## src/rtl/alu_pkg.sv

```systemverilog
// alu_pkg: shared definitions for the ALU execute block.
//   - ALU_WIDTH : default operand/result width
//   - OP_*      : 4-bit opcode encodings (0xD..0xF reserved)
//   - alu_state_e : execute FSM state encoding
//   - FLAG_*    : bit positions inside the {V,S,C,Z} flags vector
package alu_pkg;

   localparam int unsigned ALU_WIDTH = 8;

   localparam logic [3:0] OP_ADD  = 4'h0;
   localparam logic [3:0] OP_SUB  = 4'h1;
   localparam logic [3:0] OP_AND  = 4'h2;
   localparam logic [3:0] OP_OR   = 4'h3;
   localparam logic [3:0] OP_XOR  = 4'h4;
   localparam logic [3:0] OP_NOT  = 4'h5;
   localparam logic [3:0] OP_INC  = 4'h6;
   localparam logic [3:0] OP_DEC  = 4'h7;
   localparam logic [3:0] OP_SHL  = 4'h8;
   localparam logic [3:0] OP_SHR  = 4'h9;
   localparam logic [3:0] OP_MUL  = 4'hA;
   localparam logic [3:0] OP_CMP  = 4'hB;
   localparam logic [3:0] OP_PASS = 4'hC;

   typedef enum logic [1:0] {
      StIdle = 2'd0,
      StExec = 2'd1,
      StMul  = 2'd2,
      StDone = 2'd3
   } alu_state_e;

   localparam int unsigned FLAG_Z = 0;
   localparam int unsigned FLAG_C = 1;
   localparam int unsigned FLAG_S = 2;
   localparam int unsigned FLAG_V = 3;

endpackage

```

## src/rtl/alu_mul_seq.sv

```systemverilog
// alu_mul_seq: sequential shift-add multiplier, one multiplier bit per cycle.
//   clk, rst_n : clock, asynchronous active-low reset
//   start_i    : load operands and clear counter/partial product
//   a_i, b_i   : multiplicand, multiplier
//   cnt_o      : current step counter (0..WIDTH-1)
//   prod_o     : partial product including the current step's contribution
//   done_o     : high during the final step; prod_o then holds the full product
module alu_mul_seq
   import alu_pkg::*;
#(
   parameter int unsigned WIDTH = ALU_WIDTH
) (
   input  logic                          clk,
   input  logic                          rst_n,
   input  logic                          start_i,
   input  logic [WIDTH-1:0]              a_i,
   input  logic [WIDTH-1:0]              b_i,
   output logic [$clog2(WIDTH)-1:0]      cnt_o,
   output logic [2*WIDTH-1:0]            prod_o,
   output logic                          done_o
);

   localparam int unsigned CntW = $clog2(WIDTH);
   localparam logic [CntW-1:0] CntLast = CntW'(WIDTH - 1);

   logic [2*WIDTH-1:0] mcand_q, mcand_d;
   logic [WIDTH-1:0]   mplier_q, mplier_d;
   logic [2*WIDTH-1:0] prod_q, prod_d;
   logic [CntW-1:0]    cnt_q, cnt_d;
   logic               run_q, run_d;
   logic [2*WIDTH-1:0] prod_next;

   // Multiplicand shifts left and multiplier shifts right each step, so bit 0
   // of the multiplier always selects whether to add the aligned multiplicand.
   assign prod_next = prod_q + (mplier_q[0] ? mcand_q : '0);
   assign done_o    = run_q && (cnt_q == CntLast);
   assign prod_o    = prod_next;
   assign cnt_o     = cnt_q;

   always_comb begin
      mcand_d  = mcand_q;
      mplier_d = mplier_q;
      prod_d   = prod_q;
      cnt_d    = cnt_q;
      run_d    = run_q;
      if (start_i) begin
         mcand_d  = {{WIDTH{1'b0}}, a_i};
         mplier_d = b_i;
         prod_d   = '0;
         cnt_d    = '0;
         run_d    = 1'b1;
      end else if (run_q) begin
         prod_d   = prod_next;
         mcand_d  = mcand_q << 1;
         mplier_d = mplier_q >> 1;
         if (done_o) begin
            cnt_d = '0;
            run_d = 1'b0;
         end else begin
            cnt_d = cnt_q + CntW'(1);
         end
      end
   end

   always_ff @(posedge clk or negedge rst_n) begin
      if (!rst_n) begin
         mcand_q  <= '0;
         mplier_q <= '0;
         prod_q   <= '0;
         cnt_q    <= '0;
         run_q    <= 1'b0;
      end else begin
         mcand_q  <= mcand_d;
         mplier_q <= mplier_d;
         prod_q   <= prod_d;
         cnt_q    <= cnt_d;
         run_q    <= run_d;
      end
   end

endmodule

```

## src/rtl/alu_exec.sv

```systemverilog
// alu_exec: multi-cycle ALU execute stage with registered result and flags.
//   clk, rst_n           : clock, asynchronous active-low reset
//   start, opcode        : operation request and select (sampled in IDLE/DONE)
//   dataout_A, dataout_B : operands from register-file read ports
//   ALU_IN               : registered result to the register-file write mux
//   flags                : registered {V,S,C,Z}
//   busy                 : high in EXEC or MUL
//   done                 : high for the single DONE cycle
module alu_exec
   import alu_pkg::*;
#(
   parameter int unsigned WIDTH = ALU_WIDTH
) (
   input  logic             clk,
   input  logic             rst_n,
   input  logic             start,
   input  logic [3:0]       opcode,
   input  logic [WIDTH-1:0] dataout_A,
   input  logic [WIDTH-1:0] dataout_B,
   output logic [WIDTH-1:0] ALU_IN,
   output logic [3:0]       flags,
   output logic             busy,
   output logic             done
);

   localparam int unsigned Msb = WIDTH - 1;
   localparam int unsigned CntW = $clog2(WIDTH);

   alu_state_e         state_q, state_d;
   logic [3:0]         op_q, op_d;
   logic [WIDTH-1:0]   a_q, a_d;
   logic [WIDTH-1:0]   b_q, b_d;
   logic [WIDTH-1:0]   alu_in_q, alu_in_d;
   logic [3:0]         flags_q, flags_d;

   logic               accept;
   logic               mul_start;
   logic [CntW-1:0]    mul_cnt;
   logic [2*WIDTH-1:0] mul_prod;
   logic               mul_done;

   logic [WIDTH:0]     sum_ext, diff_ext, inc_ext, dec_ext;
   logic [WIDTH-1:0]   ex_res;
   logic               ex_c, ex_v;
   logic               ex_wr_res, ex_wr_flags;
   logic [3:0]         ex_flags;
   logic [3:0]         mul_flags;

   assign accept    = start && ((state_q == StIdle) || (state_q == StDone));
   assign mul_start = accept && (opcode == OP_MUL);

   alu_mul_seq #(
      .WIDTH(WIDTH)
   ) u_mul (
      .clk    (clk),
      .rst_n  (rst_n),
      .start_i(mul_start),
      .a_i    (dataout_A),
      .b_i    (dataout_B),
      .cnt_o  (mul_cnt),
      .prod_o (mul_prod),
      .done_o (mul_done)
   );

   // Extra top bit carries out of ADD/INC and acts as the borrow for SUB/DEC/CMP.
   assign sum_ext  = {1'b0, a_q} + {1'b0, b_q};
   assign diff_ext = {1'b0, a_q} - {1'b0, b_q};
   assign inc_ext  = {1'b0, a_q} + {{WIDTH{1'b0}}, 1'b1};
   assign dec_ext  = {1'b0, a_q} - {{WIDTH{1'b0}}, 1'b1};

   always_comb begin
      ex_res      = alu_in_q;
      ex_c        = 1'b0;
      ex_v        = 1'b0;
      ex_wr_res   = 1'b1;
      ex_wr_flags = 1'b1;
      case (op_q)
         OP_ADD: begin
            ex_res = sum_ext[WIDTH-1:0];
            ex_c   = sum_ext[WIDTH];
            ex_v   = (a_q[Msb] == b_q[Msb]) && (ex_res[Msb] != a_q[Msb]);
         end
         OP_SUB, OP_CMP: begin
            ex_res    = diff_ext[WIDTH-1:0];
            ex_c      = diff_ext[WIDTH];
            ex_v      = (a_q[Msb] != b_q[Msb]) && (ex_res[Msb] != a_q[Msb]);
            ex_wr_res = (op_q == OP_SUB);
         end
         OP_AND:  ex_res = a_q & b_q;
         OP_OR:   ex_res = a_q | b_q;
         OP_XOR:  ex_res = a_q ^ b_q;
         OP_NOT:  ex_res = ~a_q;
         OP_INC: begin
            ex_res = inc_ext[WIDTH-1:0];
            ex_c   = inc_ext[WIDTH];
            ex_v   = !a_q[Msb] && ex_res[Msb];
         end
         OP_DEC: begin
            ex_res = dec_ext[WIDTH-1:0];
            ex_c   = dec_ext[WIDTH];
            ex_v   = a_q[Msb] && !ex_res[Msb];
         end
         OP_SHL: begin
            ex_res = a_q << 1;
            ex_c   = a_q[Msb];
         end
         OP_SHR: begin
            ex_res = a_q >> 1;
            ex_c   = a_q[0];
         end
         OP_PASS: ex_res = b_q;
         // Reserved opcodes (MUL never reaches EXEC): leave result and flags as they are.
         default: begin
            ex_wr_res   = 1'b0;
            ex_wr_flags = 1'b0;
         end
      endcase
      ex_flags         = '0;
      ex_flags[FLAG_V] = ex_v;
      ex_flags[FLAG_S] = ex_res[Msb];
      ex_flags[FLAG_C] = ex_c;
      ex_flags[FLAG_Z] = (ex_res == '0);
   end

   always_comb begin
      mul_flags         = '0;
      mul_flags[FLAG_S] = mul_prod[Msb];
      mul_flags[FLAG_C] = (mul_prod[2*WIDTH-1:WIDTH] != '0);
      mul_flags[FLAG_Z] = (mul_prod[WIDTH-1:0] == '0);
   end

   always_comb begin
      state_d  = state_q;
      op_d     = op_q;
      a_d      = a_q;
      b_d      = b_q;
      alu_in_d = alu_in_q;
      flags_d  = flags_q;
      case (state_q)
         StIdle, StDone: begin
            if (accept) begin
               op_d    = opcode;
               a_d     = dataout_A;
               b_d     = dataout_B;
               state_d = (opcode == OP_MUL) ? StMul : StExec;
            end else begin
               state_d = StIdle;
            end
         end
         StExec: begin
            if (ex_wr_res) begin
               alu_in_d = ex_res;
            end
            if (ex_wr_flags) begin
               flags_d = ex_flags;
            end
            state_d = StDone;
         end
         StMul: begin
            // The counter value is informational here; the strobe marks the last step.
            if (mul_done && (mul_cnt == CntW'(WIDTH - 1))) begin
               alu_in_d = mul_prod[WIDTH-1:0];
               flags_d  = mul_flags;
               state_d  = StDone;
            end
         end
         default: state_d = StIdle;
      endcase
   end

   always_ff @(posedge clk or negedge rst_n) begin
      if (!rst_n) begin
         state_q  <= StIdle;
         op_q     <= '0;
         a_q      <= '0;
         b_q      <= '0;
         alu_in_q <= '0;
         flags_q  <= '0;
      end else begin
         state_q  <= state_d;
         op_q     <= op_d;
         a_q      <= a_d;
         b_q      <= b_d;
         alu_in_q <= alu_in_d;
         flags_q  <= flags_d;
      end
   end

   assign ALU_IN = alu_in_q;
   assign flags  = flags_q;
   assign busy   = (state_q == StExec) || (state_q == StMul);
   assign done   = (state_q == StDone);

endmodule

```

## config.mk

```make
export PLATFORM = sky130hd
export DESIGN_NAME = alu_exec
export DESIGN_NICKNAME = d
export VERILOG_FILES = /design/src/rtl/alu_pkg.sv /design/src/rtl/alu_mul_seq.sv /design/src/rtl/alu_exec.sv
export SDC_FILE = /design/constraint.sdc
export NUM_CORES = 1
export LEC_CHECK = 0
export ABC_AREA = 1
export CORE_UTILIZATION = 45
export DETAILED_ROUTE_END_ITERATION = 8
export GPL_ROUTABILITY_DRIVEN = 0
export HOLD_SLACK_MARGIN = 0.15
export PLACE_DENSITY = 0.75
export SLEW_MARGIN = 0
export SYNTH_ARGS = -nofsm -noshare
export SYNTH_HDL_FRONTEND = slang
export SYNTH_SLANG_ARGS = --single-unit
export TNS_END_PERCENT = 50
```

## constraint.sdc

```tcl
create_clock -name clk -period 4.3 [get_ports clk]
set_input_delay 0.645 -clock clk [delete_from_list [all_inputs] [get_ports clk]]
set_output_delay 0.645 -clock clk [all_outputs]
set_load 0.005 [all_outputs]
```

==> results of run 1 <==
[power breakdown]
group	total [mW]	internal, mW	switching [mW]
clock	0.696	0.419	0.278
sequential	1.41	1.05	0.365
combinational	3.28	1.14	2.13
total	5.39	2.61	2.78
[through the flow]
step	hold slack [ns]	worst slack [ns]	instance area [um^2]	instances
6_report	0.461	1.25	6920	1113
3_3_place_gp	0.467	1.05	6660	1098
3_5_place_dp	0.473	0.932	6660	1098
4_1_cts	0.488	1.27	6920	1113
5_1_grt	0.521	0.971	6920	1113
2_1_floorplan	0.349	1.92	6160	908
[final cells by class]
cell class              count  area (um^2)  share of cell area, %
inverters                 131          492                   7.10
well taps                 176          220                   3.18
clock buffers              14          264                   3.81
flip-flops and latches     78         1950                   28.2
repair buffers             39          380                   5.49
clock inverters             1         5.00                 0.0723
multi-input cells         674         3610                   52.2
[synth_stat cells, types with 2 or more instances]
| library cell | instances | area (um^2) |
|---|---|---|
| xor2_1 | 6 | 52.6 |
| a31oi_1 | 3 | 18.8 |
| clkinv_1 | 2 | 7.51 |
| o211ai_1 | 7 | 52.6 |
| nand2_1 | 261 | 980 |
| o22ai_1 | 12 | 75.1 |
| nor2_2 | 4 | 25.0 |
| nor2_1 | 84 | 315 |
| a21o_1 | 2 | 15.0 |
| fa_1 | 3 | 60.1 |
| nor2_4 | 3 | 33.8 |
| nand3b_1 | 6 | 45.0 |
| nand2_2 | 5 | 31.3 |
| nand2_4 | 3 | 33.8 |
| clkbuf_1 | 14 | 52.6 |
| inv_1 | 127 | 477 |
| o21ai_0 | 61 | 305 |
| o221ai_1 | 6 | 52.6 |
| ha_1 | 48 | 601 |
| a22o_1 | 3 | 26.3 |
| a21oi_1 | 30 | 150 |
| a22oi_1 | 2 | 15.0 |
| buf_2 | 11 | 55.1 |
| inv_2 | 2 | 7.51 |
| nand3_1 | 77 | 385 |
| o21ai_1 | 2 | 10.0 |
| or2_2 | 4 | 25.0 |
| nor3_1 | 7 | 35.0 |
| a221oi_1 | 2 | 17.5 |
| xnor2_1 | 7 | 61.3 |
| dfrtp_1 | 78 | 1950 |
| nand4_1 | 17 | 106 |
| o21bai_1 | 3 | 22.5 |
[worst max-delay path, stage by stage]
cell,delay [ns]
clkdlybuf4s50_1,0.48
nand2_1,0.06
buf_4,0.21
inv_1,0.38
nand2_1,0.14
nand2_1,0.40
inv_1,0.58
a22o_1,0.37
[path summary, 6_finish.rpt]
check | slack, ns | cells after the start | to | from
setup / recovery | 1.25 | 8 | u_mul.prod_q[4] | start
hold / removal | 0.46 | 1 | u_mul.prod_q[12] | rst_n
setup reg to reg | 1.26 | 9 | u_mul.cnt_o[2] | state_q[0]
hold reg to reg | 0.48 | 2 | flags[2] | flags[2]
max in group asynchronous | 3.19 | 1 | op_q[2] | rst_n
min in group clk | 0.48 | 2 | flags[2] | flags[2]
[sequential cells by signal, summed over array words and instances (netlist names)]
signal          count
op_q                4
u_mul.cnt_o         3
ALU_IN              8
b_q                 8
u_mul.mcand_q      16
flags               4
state_q             2
u_mul.run_q         1
u_mul.prod_q       16
u_mul.mplier_q      8
a_q                 8
[per-layer routing]
layer	GRT usage, %	vias up	part of all wire [%]
li1	-	2988	-
met1	35.2	2721	45
met2	37.9	208	44
met3	3.83	28	7.5
met4	9.65	0	2.9
met5	0	-	0
[cells by family (layout without fill, tap and decap cells)]
kind of cell	after synthesis	count (layout)	share of synthesized area, %
buf+inv	156	185	9.73
simple gates	473	473	33.2
flops	78	78	31.7
fa+ha+maj	51	51	10.7
xor+xnor	13	13	1.85
compound gates	137	137	12.9
==> reports/results.tsv, run 1 <==
stage	metric	value	unit
status	status	finished, final reports clean	
clock_tree	cts_tree	yes	
floorplanning	die_h	119	um
sta	rsz0062_at_grt	no	
finish	syn_to_final_growth	12.4	%
floorplanning	core_area	0.0133	mm^2
placed_design	dp_hpwl	12800	um
synthesis	seq_area_frac_synth	31.7	%
synthesis	syn_avg_cell_area	6.79	um^2
synthesis	synthesis.area	0.00616	mm^2
floorplanning	rows	42	
synthesis	synth_cell_type_count	39	
routing	drc	0	
sta	maxSlewHeadroom	34.6	%
synthesis	yosys_warnings	0	
flow_run	max_cap_viol_count	0	
finish	insertedDiodeCount	0	
finish	final_util	52.1	%
global_route	grt_first_pass_wirelength	28200	um
finish	layout_commonest_cell	nand2_1	
global_route	grt_use_total	24.9	%
sta	min_period	3.05	ns
global_route	grt_max_degree	79	
sta	fin_skew	0.00468	ns
routing	via_count	5945	
routing	avgViaCountPerCell	5.34	
clock_tree	cts_buffers	9	
sta	max_freq	0.327	GHz
clock_tree	post_cts_buffers	0	
critical_path	start_kind	input port	
finish	layout_common_cells	261 x nand2_1, 127 x inv_1, 84 x nor2_1	
synthesis	synth_edf_count	0	
synthesis	syn-num-nets	982	
synthesis	synthesis.instances	908	
clock_tree	ctsHoldBuffers	0	
floorplanning	dieArea	0.0142	mm^2
power_and_ir_drop	peakVddDrop	0.482	mV
sta	hold_violations	0	
sta	worst_slew_pin_slew	0.980	ns
global_route	antenna_found_initial	0	
finish	drive_above_1_share	4.16	%
global_route	grt_pass1_vias	5684	
critical_path	cp_max_fo	30	
hold_path	hold_path_class	input port to async pin	
sta	drv_slew	0	
power_and_ir_drop	power.leakage	3.58	nW
critical_path	path_class	input port to flop	
synthesis	synth-main-ff-cell	dfrtp_1	
clock_tree	clk_pin_slew	0.06	ns
clock_tree	cts_root_buf	clkbuf_16	
routing	first_iter_violations	441	
clock_tree	ctsResizeCount	0	
clock_tree	clkLatencyLatePin	0.33	ns
clock_tree	htreeDepth	3	
global_route	overflow	0	
finish	final_nets	1007	
power_and_ir_drop	power_density	778	mW/mm^2
sta	finalCritPeriodShare	71.0	%
floorplanning	start_util	46.3	%
routing	firstDrtPassIters	5	
routing	wl_per_cell	14.8	um
finish	fillCellCount	1326	
clock_tree	cts_buffer_depth	2	
clock_tree	cts_num_sinks	78	
synthesis	async_flop_share	100	%
power_and_ir_drop	power.total	5.39	mW
synthesis	synth_seq_cells	78	
critical_path	cp.required	4.52	ns
routing	wl	16500	um
routing	ant_nets	0	
placed_design	io_buffers	36	
sta	setup-tns-final	0	ns
critical_path	crit_path_end_kind	flop	
floorplanning	io_pins	37	
critical_path	crit_arrival	3.27	ns
sta	finalSetupViolCount	0	
floorplanning	chipWidth	119	um
Note: power is estimated with default switching activity, not from simulation.
==> run 2, diff against run 1 <==
--- a/config.mk
+++ b/config.mk
@@ -10,7 +10,7 @@
 export DETAILED_ROUTE_END_ITERATION = 8
 export GPL_ROUTABILITY_DRIVEN = 0
 export HOLD_SLACK_MARGIN = 0.15
-export PLACE_DENSITY = 0.75
+export PLACE_DENSITY = 0.78
 export SLEW_MARGIN = 0
 export SYNTH_ARGS = -nofsm -noshare
 export SYNTH_HDL_FRONTEND = slang
==> constraint.sdc (replaced) <==
create_clock -name clk -period 2.6 [get_ports clk]
set_input_delay 0.39 -clock clk [delete_from_list [all_inputs] [get_ports clk]]
set_output_delay 0.39 -clock clk [all_outputs]
set_load 0.005 [all_outputs]
==> run 2 against run 1 <==
Effect of this change:
- first-iteration DRC count up 4.3%
- critical endpoint is now flags[1]
- sequential share of layout area down 1.0 points
- register-to-register slack worse by 1.1 ns
- wire length up 4.8%
- global-route usage up 0.44 points
- cell area up 3.7%
- flip-flop and latch count unchanged
==> reports/results.tsv, run 2 (synthesis gave the netlist of run 1 again) <==
stage	metric	value	unit	change
floorplanning	chipWidth	119	um	unchanged
sta	min_period	2.41	ns	
critical_path	path_class	flop to flop		
global_route	grt_first_pass_wirelength	28400	um	+0.54%
power_and_ir_drop	power.leakage	3.72	nW	+4.0%
clock_tree	clk_pin_slew	0.06	ns	about the same
global_route	grt_max_degree	51		-35%
sta	maxSlewHeadroom	54.9	%	+20 points
sta	rsz0062_at_grt	no		
finish	fillCellCount	1257		-5.2%
floorplanning	start_util	46.3	%	unchanged
critical_path	ff2ff_path_depth	16		+7
critical_path	critPathSlowestCell	dfrtp_1		
floorplanning	core_area	0.0133	mm^2	unchanged
clock_tree	cts_root_buf	clkbuf_16		
finish	drive_above_1_share	7.36	%	+3.2 points
routing	first_iter_violations	460		+4.3%
power_and_ir_drop	peakVddDrop	0.574	mV	+19%
routing	avgViaCountPerCell	5.41		+1.3%
clock_tree	cts_tree	yes		
critical_path	critical_path_depth	16		+8
clock_tree	cts_buffer_depth	2		unchanged
finish	insertedDiodeCount	0		unchanged
clock_tree	clkLatencyLatePin	0.34	ns	about the same
routing	wl_per_cell	15.2	um	+2.2%
global_route	antenna_found_initial	0		unchanged
routing	drc	0		unchanged
sta	finalSetupViolCount	0		unchanged
global_route	grt_pass1_vias	5693		+0.16%
critical_path	crit_arrival	2.63	ns	-0.64 ns
finish	layout_commonest_cell	nand2_1		
finish	layoutNonFillerInstCount	1141		+2.5%
placed_design	dp_hpwl	13400	um	+4.3%
global_route	overflow	0		unchanged
finish	top_regs	u_mul.mcand_q (16), u_mul.prod_q (16)		
sta	setup-tns-final	0	ns	unchanged
placed_design	dp_slack	0.203	ns	-0.729 ns
critical_path	crit_buf_inv	2		-2
global_route	grt_use_total	25.3	%	+0.44 points
flow_run	max_cap_viol_count	0		unchanged
floorplanning	die_h	119	um	unchanged
routing	wl	17300	um	+4.8%
clock_tree	cts_num_sinks	78		unchanged
sta	max_freq	0.416	GHz	
critical_path	start_kind	flop		
sta	worst_slew_pin_slew	0.677	ns	-0.303 ns
placed_design	post-place-cells	1123		+2.3%
sta	finalCritPeriodShare	92.5	%	
sta	hold_violations	0		unchanged
critical_path	critPathMostFrequentCell	nand2_1		
routing	firstDrtPassIters	5		unchanged
status	status	finished, final reports clean		
routing	via_count	6175		+3.9%
hold_path	hold_depth	2		
clock_tree	htreeDepth	3		unchanged
critical_path	cp_max_fo	13		-57%
routing	ant_nets	0		unchanged
sta	fin_ws	0.194	ns	-1.05 ns
placed_design	io_buffers	36		unchanged
sta	fin_hold_ws	0.478	ns	+0.0172 ns
hold_path	hold_path_class	flop to flop		
sta	drv_slew	0		unchanged
finish	syn_to_final_growth	16.5	%	
finish	final_nets	1034		+2.7%
power_and_ir_drop	power_density	1300	mW/mm^2	+66%
floorplanning	dieArea	0.0142	mm^2	unchanged
critical_path	max_stage_delay	0.41	ns	-0.17 ns
power_and_ir_drop	power.total	9.30	mW	+73%
critical_path	crit_chain	buf_4 -> nand2_1 -> inv_1 -> ha_1 -> nand2_1 -> nor2_1 -> nand2_1 -> or2_2 -> nand2_1 -> nand2_1 -> nand2_1 -> nand2_1 -> nor2_1 -> nand3_1 -> nand2_1 -> nand2_1		
floorplanning	rows	42		unchanged
critical_path	cp.required	2.83	ns	-1.69 ns
critical_path	path_delay_family	simple AND/OR/NAND/NOR gates		
floorplanning	io_pins	37		unchanged
sta	fin_skew	0.00614	ns	+0.00146 ns
clock_tree	cts_buffers	9		unchanged
critical_path	crit_path_end_kind	flop		
finish	layout_common_cells	261 x nand2_1, 127 x inv_1, 84 x nor2_1		
==> run 2: cell types whose count changed in the layout (fill, tap and decap cells not counted), sizes merged <==
cell,change
buf,+26
dlygate4sd3,+1
clkbuf,+1
==> run 2: report_power, final <==
group	internal [mW]	switching [mW]
clock network	0.673	0.479
logic	2.15	3.82
registers	1.74	0.442
total	4.56	4.74
==> run 2: metal layers <==
layer | part of all wire [%] | up-vias | global-route usage [%]
met5 | 0 | - | 0
met4 | 2.4 | 0 | 9.02
met3 | 7.0 | 29 | 3.88
met2 | 44 | 248 | 39.2
met1 | 46 | 2851 | 35.6
li1 | - | 3047 | -
==> run 2: stage by stage <==
step / utilization [%] / instance area [um^2]
final: 54.0 / 7180
after global routing: 54.0 / 7180
after CTS: 53.7 / 7140
after detailed placement: 51.7 / 6870
after global placement: 51.7 / 6870
after floorplan: - / 6160
==> run 2: worst paths after layout <==
check / from / to / slack (ns)
setup / recovery: u_mul.mplier_q[0] / flags[1] / 0.19
hold / removal: flags[2] / flags[2] / 0.48
setup reg to reg: u_mul.mplier_q[0] / flags[1] / 0.19
hold reg to reg: flags[2] / flags[2] / 0.48
max in group asynchronous: rst_n / b_q[2] / 1.36
min in group asynchronous: rst_n / u_mul.mcand_q[11] / 0.65
==> run 2: layout make-up <==
type | count | area, um^2 | area share (%)
multi-input cells | 674 | 3640 | 50.7
repair buffers | 66 | 611 | 8.50
inverters | 131 | 492 | 6.85
clock inverters | 1 | 5.00 | 0.0697
well taps | 176 | 220 | 3.07
flip-flops and latches | 78 | 1950 | 27.2
clock buffers | 15 | 258 | 3.59
==> run 2: what timing repair did <==
item | 4_1_cts | 5_1_grt
hold buffers | 1 | 0
hold endpoints to repair | 49 | 0
resized for setup | 0 | 9
buffers inserted | 0 | 1
setup endpoints to repair | 0 | 2
==> run 2: worst reg2reg max path, delay by kind of cell, from the launching register on <==
family,cells,cell delay [ns]
AND/OR/NAND/NOR,13,1.24
flip-flops,1,0.41
adder cells (fa/ha/maj),1,0.40
buffers and inverters,2,0.24
==> run 3, diff against run 2 <==
--- a/config.mk
+++ b/config.mk
@@ -8,9 +8,10 @@
 export ABC_AREA = 1
 export CORE_UTILIZATION = 45
 export DETAILED_ROUTE_END_ITERATION = 8
+export DONT_BUFFER_PORTS = 1
 export GPL_ROUTABILITY_DRIVEN = 0
 export HOLD_SLACK_MARGIN = 0.15
-export PLACE_DENSITY = 0.78
+export PLACE_DENSITY = 0.74
 export SLEW_MARGIN = 0
 export SYNTH_ARGS = -nofsm -noshare
 export SYNTH_HDL_FRONTEND = slang
==> run 3 against run 2 <==
Effect of this change:
- clock power rose by 18%
- wire length is 0.73% higher
- highest routed layer unchanged
- fmax decreased by 1.7%
- register-to-register slack lost 0.04 ns
==> reports/results.tsv, run 3 (synthesis gave the netlist of run 1 again) <==
stage	metric	value	unit	change
global_route	grt_max_degree	79		+55%
sta	min_period	2.45	ns	+0.0414 ns
global_route	grt_pass1_vias	5701		+0.14%
global_route	antenna_found_initial	0		unchanged
sta	finalCritPeriodShare	94.1	%	+1.6 points
global_route	grt_first_pass_wirelength	28900	um	+1.9%
finish	syn_to_final_growth	12.2	%	
critical_path	start_kind	flop		
clock_tree	cts_buffers	9		unchanged
routing	wl_per_cell	15.8	um	+4.2%
status	status	finished, final reports clean		
sta	drv_slew	0		unchanged
power_and_ir_drop	peakVddDrop	0.663	mV	+16%
clock_tree	cts_tree	yes		
critical_path	path_class	flop to flop		
critical_path	crit_arrival	2.69	ns	+0.06 ns
global_route	grt_use_total	26.0	%	+0.72 points
finish	layout_commonest_cell	nand2_1		
finish	layout_common_cells	261 x nand2_1, 127 x inv_1, 81 x nor2_1		
routing	via_count	6055		-1.9%
clock_tree	clkLatencyLatePin	0.35	ns	about the same
floorplanning	start_util	46.3	%	unchanged
power_and_ir_drop	power.leakage	3.59	nW	-3.5%
sta	maxSlewHeadroom	35.2	%	-20 points
hold_path	worstHoldStart	opcode[2]		
finish	top_regs	u_mul.mcand_q (16), u_mul.prod_q (16)		
sta	max_freq	0.409	GHz	-1.7%
routing	ant_nets	0		unchanged
clock_tree	htreeDepth	3		unchanged
finish	final_area	0.00691	mm^2	-3.7%
sta	fin_skew	0.00844	ns	+0.00230 ns
critical_path	regToRegEndpoint	flags[1]		
routing	drc	0		unchanged
hold_path	hold_depth	2		unchanged
critical_path	cp.required	2.84	ns	about the same
placed_design	io_buffers	0		-100%
hold_path	hold_path_class	input port to flop		
floorplanning	core_area	0.0133	mm^2	unchanged
placed_design	post-place-cells	1084		-3.5%
flow_run	max_cap_viol_count	0		unchanged
power_and_ir_drop	power_density	1350	mW/mm^2	+4.1%
clock_tree	cts_root_buf	clkbuf_16		
floorplanning	io_pins	37		unchanged
clock_tree	clk_pin_slew	0.06	ns	about the same
critical_path	ff2ff_path_depth	16		unchanged
critical_path	reg2reg_from	u_mul.mplier_q[0]		
critical_path	crit_path_end_kind	flop		
routing	first_iter_violations	457		-0.65%
finish	drive_above_1_share	8.85	%	+1.5 points
clock_tree	cts_buffer_depth	2		unchanged
clock_tree	cts_num_sinks	78		unchanged
routing	avgViaCountPerCell	5.49		+1.4%
sta	setup-tns-final	0	ns	unchanged
finish	fillCellCount	1236		-1.7%
sta	finalSetupViolCount	0		unchanged
global_route	overflow	0		unchanged
critical_path	cp_max_fo	12		-1
finish	insertedDiodeCount	0		unchanged
floorplanning	rows	42		unchanged
floorplanning	chipWidth	119	um	unchanged
finish	layoutNonFillerInstCount	1103		-3.3%
placed_design	place_area	0.00646	mm^2	-5.9%
hold_path	worst_hold_path.endpoint	op_q[2]		
critical_path	reg2reg_slack	0.15	ns	-0.04 ns
sta	worst_slew_pin_slew	0.970	ns	+0.294 ns
placed_design	dp_hpwl	13300	um	-0.59%
finish	final_nets	996		-3.7%
routing	firstDrtPassIters	7		+2
routing	wl	17400	um	+0.73%
sta	hold_violations	0		unchanged
floorplanning	die_h	119	um	unchanged
floorplanning	dieArea	0.0142	mm^2	unchanged
[run 3: cell types whose count changed in the layout (fill, tap and decap cells not counted), moves of 3 or more]
cell,before,now
nor2_2,4,7
nor2_1,84,81
ha_4,0,3
clkdlybuf4s50_1,35,0
clkbuf_1,5,1
ha_1,48,43
[run 3: what timing repair did]
| action | 4_1_cts | 5_1_grt |
|---|---|---|
| gates resized for setup | 0 | 20 |
| endpoints found under the setup margin | 0 | 2 |
| hold buffers | 2 | 0 |
| buffers inserted | 0 | 1 |
| hold endpoints to repair | 78 | 0 |
[run 3: power by group]
group          total, mW  internal [mW]  switching [mW]
registers           2.22           1.74           0.478
logic               5.74           1.97            3.77
clock network       1.36          0.839           0.524
[run 3: worst max path at each step]
stage	from	to	slack, ns	cells past startpoint
4_1_cts	u_mul.mplier_q[0]	flags[1]	0.14	16
6_report	u_mul.mplier_q[0]	flags[1]	0.15	16
3_5_place_dp	u_mul.mplier_q[0]	flags[1]	0.16	15
3_3_place_gp	u_mul.mplier_q[0]	flags[1]	0.22	16
2_1_floorplan	a_q[0]	flags[0]	0.22	12
5_1_grt	u_mul.mplier_q[0]	flags[1]	-0.01	16
[run 3: layout make-up]
| class | instances | area, um^2 | share of cell area (%) |
|---|---|---|---|
| clock buffers | 10 | 229 | 3.31 |
| clock inverters | 6 | 86.3 | 1.25 |
| inverters | 131 | 492 | 7.11 |
| multi-input cells | 674 | 3700 | 53.5 |
| flip-flops and latches | 78 | 1950 | 28.3 |
| well taps | 176 | 220 | 3.19 |
| repair buffers | 28 | 233 | 3.37 |
[run 3: worst max-delay path: stages (launching register included)]
cell and delay (ns):
dfrtp_2 0.43, buf_4 0.18, nand2_1 0.07, inv_1 0.05
ha_1 0.33, nand2_1 0.08, nand2_1 0.08, a21boi_0 0.18
nand2_1 0.14, nand2_1 0.08, nand2_1 0.08, xnor2_2 0.16
nand2_1 0.07, nor2_1 0.15, nand3_1 0.10, nand2_1 0.09
nand2_1 0.05
[run 3: routing by layer]
metal | share of wire [%] | vias to the layer above | global-route usage (%)
li1 | - | 2965 | -
met4 | 1.9 | 0 | 8.62
met1 | 46 | 2802 | 36.7
met5 | 0 | - | 0
met3 | 8.0 | 25 | 4.93
met2 | 45 | 263 | 39.9
[run 3: stage by stage]
stage	hold slack (ns)	setup WS (ns)	total power, mW	utilization [%]
6_report	0.169	0.153	9.32	52.0
5_1_grt	0.170	-0.0129	10.2	52.0
4_1_cts	0.163	0.143	9.12	51.3
3_5_place_dp	0.0969	0.160	7.70	48.6
3_3_place_gp	0.0969	0.217	7.62	48.6
2_1_floorplan	0.0944	0.216	6.12	-
